--- config.mk ---
export PLATFORM = sky130hd
export DESIGN_NAME = wb_port_arbiter
export DESIGN_NICKNAME = d
export VERILOG_FILES = /design/src/rtl/wb_port_arbiter.sv
export SDC_FILE = /design/constraint.sdc
export NUM_CORES = 1
export LEC_CHECK = 0
export CAP_MARGIN = 20
export CELL_PAD_IN_SITES_DETAIL_PLACEMENT = 0
export CELL_PAD_IN_SITES_GLOBAL_PLACEMENT = 1
export CORE_MARGIN = 2
export CORE_UTILIZATION = 40
export CTS_CLUSTER_DIAMETER = 200
export CTS_CLUSTER_SIZE = 20
export DETAILED_ROUTE_END_ITERATION = 8
export GPL_TIMING_DRIVEN = 0
export PLACE_DENSITY_LB_ADDON = 0.1
export SLEW_MARGIN = 25
export SYNTH_ARGS = -nofsm -noshare
export SYNTH_HDL_FRONTEND = slang
export SYNTH_SLANG_ARGS = --single-unit
--- constraint.sdc ---
create_clock -name clk -period 5.6 [get_ports clk]
set_clock_uncertainty 0.2 [all_clocks]
set_input_delay 1.12 -clock clk [delete_from_list [all_inputs] [get_ports clk]]
set_output_delay 1.12 -clock clk [all_outputs]
set_load 0.01 [all_outputs]
--- src/rtl/wb_port_arbiter.sv ---
// rtl/wb_port_arbiter.sv - regfile write-port arbiter: writeback priority, multi-cycle result FIFO, WAW kill, starvation stall
module wb_port_arbiter #(
  parameter int DEPTH      = 2,
  parameter int STARVE_MAX = 4
) (
  input  logic        clk,
  input  logic        reset,
  input  logic        wb_valid,
  input  logic [4:0]  wb_addr,
  input  logic [31:0] wb_data,
  input  logic        md_valid,
  output logic        md_ready,
  input  logic [4:0]  md_addr,
  input  logic [31:0] md_data,
  input  logic [4:0]  q_addr0,
  input  logic [4:0]  q_addr1,
  output logic        q_busy0,
  output logic        q_busy1,
  output logic        stall_req,
  output logic        rf_we,
  output logic [4:0]  rf_waddr,
  output logic [31:0] rf_wdata
);

  localparam int PW = (DEPTH > 1) ? $clog2(DEPTH) : 1;
  localparam int CW = $clog2(DEPTH + 1);
  localparam int SW = $clog2(STARVE_MAX + 1);

  logic [4:0]       fifo_addr [DEPTH];
  logic [31:0]      fifo_data [DEPTH];
  logic [DEPTH-1:0] fifo_vld;
  logic [PW-1:0]    rd_ptr, wr_ptr;
  logic [CW-1:0]    count, count_next;
  logic [SW-1:0]    starve_cnt, starve_next;
  logic             stall_next;

  logic wb_eff, head_live, grant_head, pop, push;

  function automatic logic [PW-1:0] ptr_inc(input logic [PW-1:0] p);
    return (p == PW'(DEPTH - 1)) ? '0 : p + 1'b1;
  endfunction

  // Grant decision and FIFO push/pop qualifiers; a killed head is popped without using the port
  always_comb begin
    wb_eff     = wb_valid && (wb_addr != 5'd0);
    md_ready   = (count != CW'(DEPTH));
    head_live  = (count != '0) && fifo_vld[rd_ptr];
    grant_head = !wb_eff && head_live;
    pop        = (count != '0) && (grant_head || !fifo_vld[rd_ptr]);
    push       = md_valid && md_ready && (md_addr != 5'd0);
    count_next = count + CW'(push) - CW'(pop);
  end

  // Starvation counter and stall request next-state
  always_comb begin
    starve_next = starve_cnt;
    stall_next  = stall_req;
    if (grant_head || count_next == '0) begin
      starve_next = '0;
      stall_next  = 1'b0;
    end else begin
      if (head_live && wb_eff && starve_cnt != SW'(STARVE_MAX))
        starve_next = starve_cnt + 1'b1;
      if (starve_next == SW'(STARVE_MAX))
        stall_next = 1'b1;
    end
  end

  // FIFO storage: kill older matching entries, then pop, then push (push wins so the younger entry survives)
  always_ff @(posedge clk or posedge reset) begin
    if (reset) begin
      fifo_vld <= '0;
      rd_ptr   <= '0;
      wr_ptr   <= '0;
      count    <= '0;
      for (int i = 0; i < DEPTH; i++) begin
        fifo_addr[i] <= '0;
        fifo_data[i] <= '0;
      end
    end else begin
      for (int i = 0; i < DEPTH; i++)
        if (wb_eff && fifo_vld[i] && fifo_addr[i] == wb_addr)
          fifo_vld[i] <= 1'b0;
      if (pop) begin
        fifo_vld[rd_ptr] <= 1'b0;
        rd_ptr           <= ptr_inc(rd_ptr);
      end
      if (push) begin
        fifo_vld[wr_ptr]  <= 1'b1;
        fifo_addr[wr_ptr] <= md_addr;
        fifo_data[wr_ptr] <= md_data;
        wr_ptr            <= ptr_inc(wr_ptr);
      end
      count <= count_next;
    end
  end

  // Starvation state registers
  always_ff @(posedge clk or posedge reset) begin
    if (reset) begin
      starve_cnt <= '0;
      stall_req  <= 1'b0;
    end else begin
      starve_cnt <= starve_next;
      stall_req  <= stall_next;
    end
  end

  // Registered regfile write port from the granted source; address/data hold when idle
  always_ff @(posedge clk or posedge reset) begin
    if (reset) begin
      rf_we    <= 1'b0;
      rf_waddr <= '0;
      rf_wdata <= '0;
    end else if (wb_eff) begin
      rf_we    <= 1'b1;
      rf_waddr <= wb_addr;
      rf_wdata <= wb_data;
    end else if (grant_head) begin
      rf_we    <= 1'b1;
      rf_waddr <= fifo_addr[rd_ptr];
      rf_wdata <= fifo_data[rd_ptr];
    end else begin
      rf_we    <= 1'b0;
    end
  end

  // Hazard queries: any live entry targeting a non-zero query address
  always_comb begin
    q_busy0 = 1'b0;
    q_busy1 = 1'b0;
    for (int i = 0; i < DEPTH; i++) begin
      if (fifo_vld[i] && fifo_addr[i] == q_addr0 && q_addr0 != 5'd0) q_busy0 = 1'b1;
      if (fifo_vld[i] && fifo_addr[i] == q_addr1 && q_addr1 != 5'd0) q_busy1 = 1'b1;
    end
  end

endmodule

==> run_results.csv, run 1 <==
group,metric,value,unit
run_status,outcome,"complete, no violations",
cells_and_area,fill_cells,1278,
global_route,grt_max_degree,79,
job,drv_cap,0,
setup_path,cp_common_cell,"clkdlybuf4s50_1",
setup_path,start_kind,"input pin",
synthesis,yosys_warnings,0,
clock_network,post-cts-setup-buffer-count,0,
pwr,ir_drop,0.2696,mV
synthesis,avgSynthCellArea,11.34,sq um
sta,setup_viol,0,
clock_network,clock-sinks,122,
setup_path,cp_top_family,"buffers and inverters",
setup_path,r2r_setup_slack,2.95,ns
cells_and_area,nNetsFinal,749,
sta,whs,0.2878,ns
synthesis,synthTopCellsByCount,"122 x dfrtp_1, 80 x nand2_1, 78 x o21ai_0",
min_path,min_path_type,"reg -> reg",
synthesis,netlist_instances,508,
synthesis,async_reset_ff_share,100.0,%
synthesis,synth_top_area_cell,"dfrtp_1",
placement,place_area,7315,sq um
route,drtIter0Drc,178,
clock_network,ctsHoldBuffers,0,
route,drc,0,
synthesis,netlist.area_leader.share,52.97,%
floorplan,dieArea,15380,sq um
global_route,antenna_found_initial,0,
route,wl,14.27,mm
cells_and_area,fin_area,7960,sq um
synthesis,synth-seq-cells,122,
cells_and_area,ff_latch_area,3053,sq um
clock_network,clk_pin_slew,0.06,ns
setup_path,max_stage_delay,0.55,ns
min_path,worstHoldStart,"fifo_data[27]$_DFFE_PP0P_",
floorplan,start_util,41.20,%
global_route,use_met1,25.53,%
pwr,p_leak,3.409,nW
route,final_antenna_net_count,0,
clock_network,cts_resized,0,
setup_path,rr_endpoint,"stall_req$_DFFE_PP0P_",
floorplan,die_h,124.0,um
sta,rsz0062_at_grt,"false",
route,vias,4303,
cells_and_area,antenna-diode-count,0,
global_route,grt_util_met3,3.617,%
floorplan,io_pins,130,
clock_network,clk_latency,0.41,ns
setup_path,worstReg2RegStart,"rd_ptr$_DFFE_PP0N_",
sta,drv_slew,0,
route,dr.pass1.iters,4,
placement,hpwl,9.986,mm
clock_network,htree_levels,4,
cells_and_area,layout-drive-gt1-share,14.48,%
global_route,use_met2,33.72,%
clock_network,numCtsBuffers,17,
min_path,hold_path_depth,1,
setup_path,startpoint,"q_addr1[2]",
synthesis,synth-edff-count,0,
setup_path,path_buf_inv,2,
floorplan,core-area,13990,sq um
sta,finalCritPeriodShare,75.53,%
global_route,grt_pass1_vias,4568,
synthesis,synth_cell_types,37,
clock_network,cts_tree,"done",
synthesis,syn_nets,600,
floorplan,die_x,124.0,um
sta,period_minus_slack,4.230,ns
global_route,overflow,0,
global_route,grt_pass1_wl,23.00,mm
clock_network,clock_path_buffers,2,
setup_path,cp_slowest_cell,"clkdlybuf4s50_1",
min_path,min_to,"fifo_data[27]$_DFFE_PP0P_",
placement,dp_cells,818,
sta,hold_viol,0,
pwr,power,4.696,mW
setup_path,crit_chain,"clkdlybuf4s50_1, xor2_1, nor4_1, nand3_1, a21oi_1, clkdlybuf4s50_1",
global_route,busiest_layer,"met2",
sta,worst_slew_pin_slew,0.7950,ns
sta,fmax,236.4,MHz
placement,gp_congestion,0.7775,
setup_path,worstPathArrival,2.91,ns
cells_and_area,multi_input_area,2516,sq um
setup_path,crit_required,4.28,ns
global_route,grt_usage,19.89,%
cells_and_area,syn_to_final_growth,38.12,%
sta,relSlewSlack,47.00,%
setup_path,worstRegToRegCells,11,
placement,io_buffers,129,
route,wire_per_inst,16.79,um
synthesis,syn_area,5763,sq um
pwr,p_per_area,589.9,nW/um^2
setup_path,critPathMaxFanout,3,
synthesis,yosysMostFrequentCell,"dfrtp_1",
route,drt-vias-per-instance,5.062,
synthesis,synth_ff_type,"dfrtp_1",
floorplan,fp-row-count,43,
setup_path,critical_path_class,"in -> out",
cells_and_area,post_layout_nonfiller_instances,850,
setup_path,cp-end-kind,"primary output",
synthesis,seq_area_frac_synth,52.97,%
clock_network,root_buffer,"clkbuf_16",
synthesis,synthTopCellsByArea,"dfrtp_1 53%, mux2_2 9.2%, o21ai_0 6.8%, mux2i_1 6.6%, mux2_1 5.5%",
routing by layer:
layer | wire length [um] | part of all wire (%)
met4 | 209 | 1.5
met2 | 6880 | 48
met5 | 0 | 0
met3 | 634 | 4.4
met1 | 6546 | 46
worst reg2reg max path: stages (launching register included):
cell	delay [ns]
dfrtp_1	0.31
clkbuf_1	0.22
mux2_1	0.38
a21oi_2	0.19
ha_1	0.25
inv_1	0.05
ha_1	0.14
xnor2_1	0.14
xnor2_1	0.17
nor2_1	0.08
a211oi_1	0.28
o2bb2ai_1	0.16
through the flow:
stage	setup TNS, ns	utilization (%)	setup WS (ns)
finish	0	56.91	1.370
global placement	-86.50	52.04	-0.7174
floorplan	0	-	1.037
detailed placement	0	52.29	1.183
global route	0	56.91	1.249
CTS	0	56.91	1.374
logic make-up after synthesis:
| logic type | share of synthesized area, % |
|---|---|
| adder cells (fa/ha/maj) | 0.8685 |
| buffers and inverters | 3.365 |
| flip-flops | 52.97 |
| AO/OA/AOI/OAI | 8.228 |
| XOR/XNOR | 5.167 |
| multiplexers | 21.25 |
| AND/OR/NAND/NOR | 8.142 |
sequential cells by signal, indices dropped and copies added (netlist names):
name        flops
rf_we           1
starve_cnt      3
stall_req       1
fifo_addr      10
rf_waddr        5
fifo_data      64
fifo_vld        2
rf_wdata       32
wr_ptr          1
count           2
rd_ptr          1
cells in the final DEF (no fill, tap or decap), types with 2 or more instances in the layout:
cell,Yosys,final
a21oi_1,3,3
buf_2,5,5
buf_4,3,3
buf_6,4,4
bufinv_16,0,4
clkbuf_1,16,16
clkbuf_16,0,17
clkbuf_8,0,4
clkdlybuf4s50_1,0,129
clkinv_2,0,4
dfrtp_1,122,122
ha_1,4,4
inv_1,6,5
mux2_1,28,28
mux2_2,47,47
mux2i_1,38,38
nand2_1,80,80
nand3_1,5,5
nand4_1,2,2
nor2_1,7,7
nor4_1,5,5
o21ai_0,78,78
or4_1,4,4
xnor2_1,12,12
xor2_1,22,22
how the worst max path moves through the flow:
stage                               endpoint  slack [ns]  depth (start not counted)
global placement    fifo_addr[3]$_DFFE_PP0P_       -0.72                          2
detailed placement     stall_req$_DFFE_PP0P_        1.18                         13
CTS                                  q_busy0        1.37                          6
floorplan                 count[0]$_DFF_PP0_        1.04                          1
global route                         q_busy1        1.25                          6
finish                               q_busy1        1.37                          6
report_power, final:
group | switching, mW | internal, mW | total, mW
logic | 0.908 | 0.991 | 1.90
registers | 0.295 | 1.32 | 1.62
clock network | 0.386 | 0.791 | 1.18
total | 1.59 | 3.11 | 4.70
layout make-up:
class	count	share of cell area [%]
Clock inverter	11	2.075
Timing Repair Buffer	130	16.57
Clock buffer	21	6.036
Multi-Input combinational cell	350	31.61
Sequential cell	122	38.35
Tap cell	180	2.829
Inverter	6	0.3772
Buffer	30	2.153
No activity file was read; power rests on OpenSTA's default activity.
==> run 2: changes to the inputs <==
- CORE_UTILIZATION: 40 -> 36
- clock period: 5.6 -> 3.4 ns (I/O delays scaled with it)
==> run_results.csv, run 2 (same netlist as run 1, synthesis figures left out) <==
group,metric,value,unit
run_status,outcome,"complete, no violations",
cells_and_area,nNetsFinal,753,
route,final_antenna_net_count,0,
sta,drv_slew,0,
clock_network,post-cts-setup-buffer-count,0,
clock_network,clk_latency,0.41,ns
sta,fmax,312.7,MHz
route,dr.pass1.iters,4,
clock_network,clk_pin_slew,0.05,ns
route,drt-vias-per-instance,4.920,
route,drc,0,
pwr,p_sw,2.623,mW
floorplan,die_x,130.5,um
cells_and_area,syn_to_final_growth,39.54,%
global_route,overflow,0,
placement,io_buffers,129,
clock_network,clock-sinks,122,
sta,whs,0.2886,ns
job,drv_cap,0,
route,vias,4364,
sta,hold_viol,0,
pwr,clkPwrFrac,23.0,%
cells_and_area,top_regs,"fifo_data: 64 flops, rf_wdata: 32 flops, fifo_addr: 10 flops",
cells_and_area,largest_register_ffs,64,
min_path,worstHoldStart,"fifo_data[39]$_DFFE_PP0P_",
cells_and_area,final_common_cell,"clkdlybuf4s50_1",
placement,hpwl,10.66,mm
global_route,grt_pass1_wl,24.31,mm
clock_network,clock_path_buffers,2,
route,wire_per_inst,16.84,um
cells_and_area,fill_cells,1447,
pwr,p_sw_share,34.64,%
route,wl,14.94,mm
floorplan,die_h,130.5,um
pwr,ir_drop,0.4092,mV
cells_and_area,final_cell_mix,"123 x clkdlybuf4s50_1, 122 x dfrtp_1, 80 x nand2_1",
pwr,power_frac_seq,35.2,%
sta,finalCritPeriodShare,94.05,%
sta,final.setup.tns,0,ns
pwr,p_leak,3.464,nW
floorplan,io_pins,130,
global_route,grt_max_degree,31,
setup_path,worstPathArrival,3.31,ns
setup_path,critical_path_class,"in -> reg",
route,drtIter0Drc,135,
clock_network,htree_levels,4,
sta,period_minus_slack,3.198,ns
placement,gp_congestion,0.7891,
pwr,p_per_area,941.7,nW/um^2
global_route,grt_usage,18.79,%
setup_path,worstReg2RegStart,"rd_ptr$_DFFE_PP0N_",
global_route,grt_pass1_vias,4611,
sta,relSlewSlack,43.51,%
clock_network,cts_tree,"done",
cells_and_area,layout-drive-gt1-share,14.90,%
sta,rsz0062_at_grt,"false",
pwr,intPower,4.950,mW
setup_path,cp-end-kind,"flip-flop",
floorplan,dieArea,17040,sq um
min_path,min_path_type,"reg -> reg",
clock_network,root_buffer,"clkbuf_16",
clock_network,numCtsBuffers,17,
setup_path,critPathMaxFanout,10,
floorplan,core-area,15770,sq um
setup_path,startpoint,"wb_addr[1]",
sta,setup_viol,0,
setup_path,start_kind,"input pin",
floorplan,fp-row-count,46,
global_route,antenna_found_initial,0,
cells_and_area,regMostFlops,"fifo_data",
setup_path,crit_required,3.52,ns
floorplan,start_util,36.54,%
sta,worst_slew_pin_slew,0.8473,ns
pwr,combPwrFrac,41.8,%
cells_and_area,antenna-diode-count,0,
==> run 2: cell count changes in the layout (fill, tap and decap cells not counted), moves of 2 or more <==
cell and delta:
buf_16 +2, bufinv_16 -2, dlymetal6s2s_1 +3, clkdlybuf4s50_1 -6, dlygate4sd2_1 +3, buf_12 +2
==> run 2: path summary, 6_finish.rpt <==
path	depth (start not counted)	endpoint	slack [ns]
max	13	stall_req$_DFFE_PP0P_	0.20
min	1	fifo_data[39]$_DFFE_PP0P_	0.29
max reg2reg	11	stall_req$_DFFE_PP0P_	0.83
min reg2reg	1	fifo_data[39]$_DFFE_PP0P_	0.29
max in group asynchronous	5	rf_wdata[22]$_DFFE_PP0P_	1.78
min in group asynchronous	2	fifo_data[2]$_DFFE_PP0P_	0.40
==> run 2: metrics by stage <==
| step | total power, mW | utilization (%) | cell area (sq um) | instances | setup WS (ns) |
|---|---|---|---|---|---|
| 2_1_floorplan | 4.614 | - | 5767 | 508 | 0.2833 |
| 3_3_place_gp | 5.778 | 46.47 | 7328 | 853 | -0.5749 |
| 3_5_place_dp | 5.888 | 47.25 | 7451 | 858 | -0.6395 |
| 4_1_cts | 7.673 | 50.87 | 8023 | 887 | 0.04756 |
| 5_1_grt | 8.156 | 50.99 | 8041 | 887 | 0.03642 |
| 6_report | 7.573 | 50.99 | 8041 | 887 | 0.2025 |
==> run 2: area by class of cell <==
| class | count | area (sq um) | area share (%) |
|---|---|---|---|
| buffer | 30 | 173.9 | 2.163 |
| clock buffer | 21 | 470.5 | 5.850 |
| clock inverter | 8 | 96.34 | 1.198 |
| inverter | 6 | 26.28 | 0.3267 |
| multi-input combinational | 350 | 2534 | 31.51 |
| sequential | 122 | 3053 | 37.96 |
| tap | 216 | 270.3 | 3.361 |
| timing repair buffer | 134 | 1418 | 17.63 |
==> run 2: metal layers <==
layer	global-route usage (%)	routed length (um)	vias to the layer above
met5	0	0	-
met4	6.633	245	0
met3	4.723	716	22
met2	30.64	7196	104
met1	24.46	6780	2174
li1	-	-	2064
==> run 2: what timing repair did <==
item | CTS | global route
pin swaps | 0 | 2
setup endpoints to repair | 4 | 5
resized for setup | 6 | 5
hold buffers | 0 | 0
endpoints found under the hold margin | 0 | 0
==> run 2: power by group through the flow <==
stage	clock network [mW]	registers (mW)	logic, mW
CTS	1.78	2.67	3.22
finish	1.74	2.66	3.17
floorplan	0	2.66	1.96
global placement	0	2.65	3.13
detailed placement	0	2.69	3.20
global route	1.86	2.76	3.53
==> run 2: critical path, stage by stage <==
cell and delay (ns):
dlygate4sd2_1 0.30, or4_4 0.56, o21a_2 0.26, buf_4 0.19, a21oi_4 0.14, ha_1 0.24
inv_1 0.05, ha_1 0.14, xnor2_1 0.13, xnor2_1 0.16, nor2_1 0.09, a21o_1 0.19
o2bb2ai_1 0.17
==> run 3: changes to the inputs <==
- CORE_ASPECT_RATIO: not set -> 0.7
- CTS_CLUSTER_SIZE: 20 -> 30
==> run_results.csv, run 3 (same netlist as run 1, synthesis figures left out) <==
group,metric,value,unit
setup_path,crit_chain,"clkdlybuf4s50_1, or4_1, o21a_4, a21oi_4, ha_1, inv_1, ha_1, xnor2_1, xnor2_1, nor2_1, a211oi_2, o2bb2ai_1",
setup_path,startpoint,"wb_addr[4]",
sta,final.setup.tns,0,ns
setup_path,cp_slowest_cell,"clkdlybuf4s50_1",
setup_path,worstPathArrival,3.32,ns
cells_and_area,top_regs,"fifo_data: 64 flops, rf_wdata: 32 flops, fifo_addr: 10 flops",
global_route,grt_usage,19.22,%
min_path,worstHoldStart,"fifo_data[1]$_DFFE_PP0P_",
min_path,min_to,"fifo_data[1]$_DFFE_PP0P_",
cells_and_area,post_layout_nonfiller_instances,870,
clock_network,clock_path_buffers,2,
sta,drv_slew,0,
sta,period_minus_slack,3.189,ns
clock_network,htree_levels,4,
sta,worst_slew_pin_slew,0.8419,ns
placement,io_buffers,129,
clock_network,numCtsBuffers,17,
global_route,grt_pass1_wl,24.73,mm
setup_path,worstReg2RegStart,"rd_ptr$_DFFE_PP0N_",
sta,finalCritPeriodShare,93.80,%
route,wire_per_inst,17.62,um
setup_path,rr_endpoint,"stall_req$_DFFE_PP0P_",
placement,gp_congestion,0.8713,
floorplan,die_x,155.2,um
global_route,overflow,0,
route,vias,4314,
floorplan,io_pins,130,
pwr,p_per_area,957.3,nW/um^2
route,drt-vias-per-instance,4.959,
global_route,grt_max_degree,34,
floorplan,core-area,15600,sq um
pwr,p_leak,3.448,nW
sta,rsz0062_at_grt,"false",
global_route,antenna_found_initial,0,
cells_and_area,syn_to_final_growth,38.91,%
global_route,grt_util_met3,5.755,%
sta,fmax,313.5,MHz
placement,place_area,7396,sq um
route,dr.pass1.iters,5,
floorplan,dieArea,17050,sq um
run_status,outcome,"complete, no violations",
cells_and_area,final_cell_mix,"124 x clkdlybuf4s50_1, 122 x dfrtp_1, 80 x nand2_1",
min_path,hold_path_depth,1,
job,drv_cap,0,
clock_network,clk_latency,0.41,ns
setup_path,critical_path_class,"in -> reg",
clock_network,clock-sinks,122,
clock_network,cts_tree,"done",
sta,setup_viol,0,
cells_and_area,final_common_cell,"clkdlybuf4s50_1",
setup_path,r2r_setup_slack,0.77,ns
global_route,use_met2,30.00,%
pwr,ir_drop,0.4273,mV
setup_path,critPathMaxFanout,14,
setup_path,crit_required,3.53,ns
route,final_antenna_net_count,0,
route,wl,15.33,mm
global_route,grt_pass1_vias,4620,
setup_path,max_stage_delay,0.49,ns
floorplan,die_h,109.9,um
sta,hold_viol,0,
cells_and_area,fin_area,8005,sq um
setup_path,worstRegToRegCells,11,
cells_and_area,antenna-diode-count,0,
setup_path,cp_top_family,"compound AO/OA/AOI/OAI gates",
setup_path,cp-end-kind,"flip-flop",
cells_and_area,regMostFlops,"fifo_data",
placement,hpwl,11.31,mm
sta,relSlewSlack,43.87,%
clock_network,clk_pin_slew,0.06,ns
route,drtIter0Drc,206,
cells_and_area,layout-drive-gt1-share,14.93,%
placement,dp_cells,841,
global_route,use_met1,26.34,%
min_path,min_path_type,"reg -> reg",
route,drc,0,
floorplan,fp-row-count,38,
floorplan,start_util,36.95,%
setup_path,start_kind,"input pin",
clock_network,root_buffer,"clkbuf_16",
cells_and_area,nNetsFinal,751,
global_route,busiest_layer,"met2",
setup_path,path_buf_inv,2,
cells_and_area,largest_register_ffs,64,
run 3: what timing repair did:
item	in CTS	in global routing
setup buffers	0	0
endpoints found under the setup margin	4	6
hold buffers	0	0
gates cloned	0	0
pin swaps	0	2
gates resized for setup	5	5
run 3: how the worst max path moves through the flow:
stage	end	slack, ns	depth (start not counted)
3_3_place_gp	stall_req$_DFFE_PP0P_	-0.55	13
5_1_grt	stall_req$_DFFE_PP0P_	0.03	12
3_5_place_dp	stall_req$_DFFE_PP0P_	-0.57	13
2_1_floorplan	stall_req$_DFFE_PP0P_	0.28	12
6_report	stall_req$_DFFE_PP0P_	0.21	12
4_1_cts	q_busy0	0.04	6
run 3: power by group:
group          switching (mW)  internal, mW
Clock                   0.623          1.16
Combinational            1.56          1.64
Sequential              0.496          2.18
run 3: layer usage:
layer	part of all wire [%]	wire length, um	vias up
li1	-	-	2065
met1	50	7649	2130
met2	44	6783	107
met3	5.0	771	12
met4	0.79	121	0
met5	0	0	-
run 3: area by class of cell:
type | count | area, sq um
Clock inverter | 8 | 92.59
Multi-Input combinational cell | 350 | 2542
Clock buffer | 22 | 494.2
Tap cell | 200 | 250.2
Inverter | 6 | 26.28
Timing Repair Buffer | 133 | 1380
Fill cell | 1420 | 7590
Buffer | 29 | 166.4
Sequential cell | 122 | 3053
run 3: metrics by stage:
stage | total power [mW] | setup WS [ns] | hold slack, ns | util, %
floorplan | 4.614 | 0.2833 | 0.2593 | -
global placement | 5.791 | -0.5494 | 0.2723 | 46.86
detailed placement | 5.915 | -0.5702 | 0.2808 | 47.42
CTS | 7.748 | 0.03950 | 0.2934 | 51.20
global route | 8.235 | 0.03340 | 0.2977 | 51.33
finish | 7.663 | 0.2107 | 0.2867 | 51.33
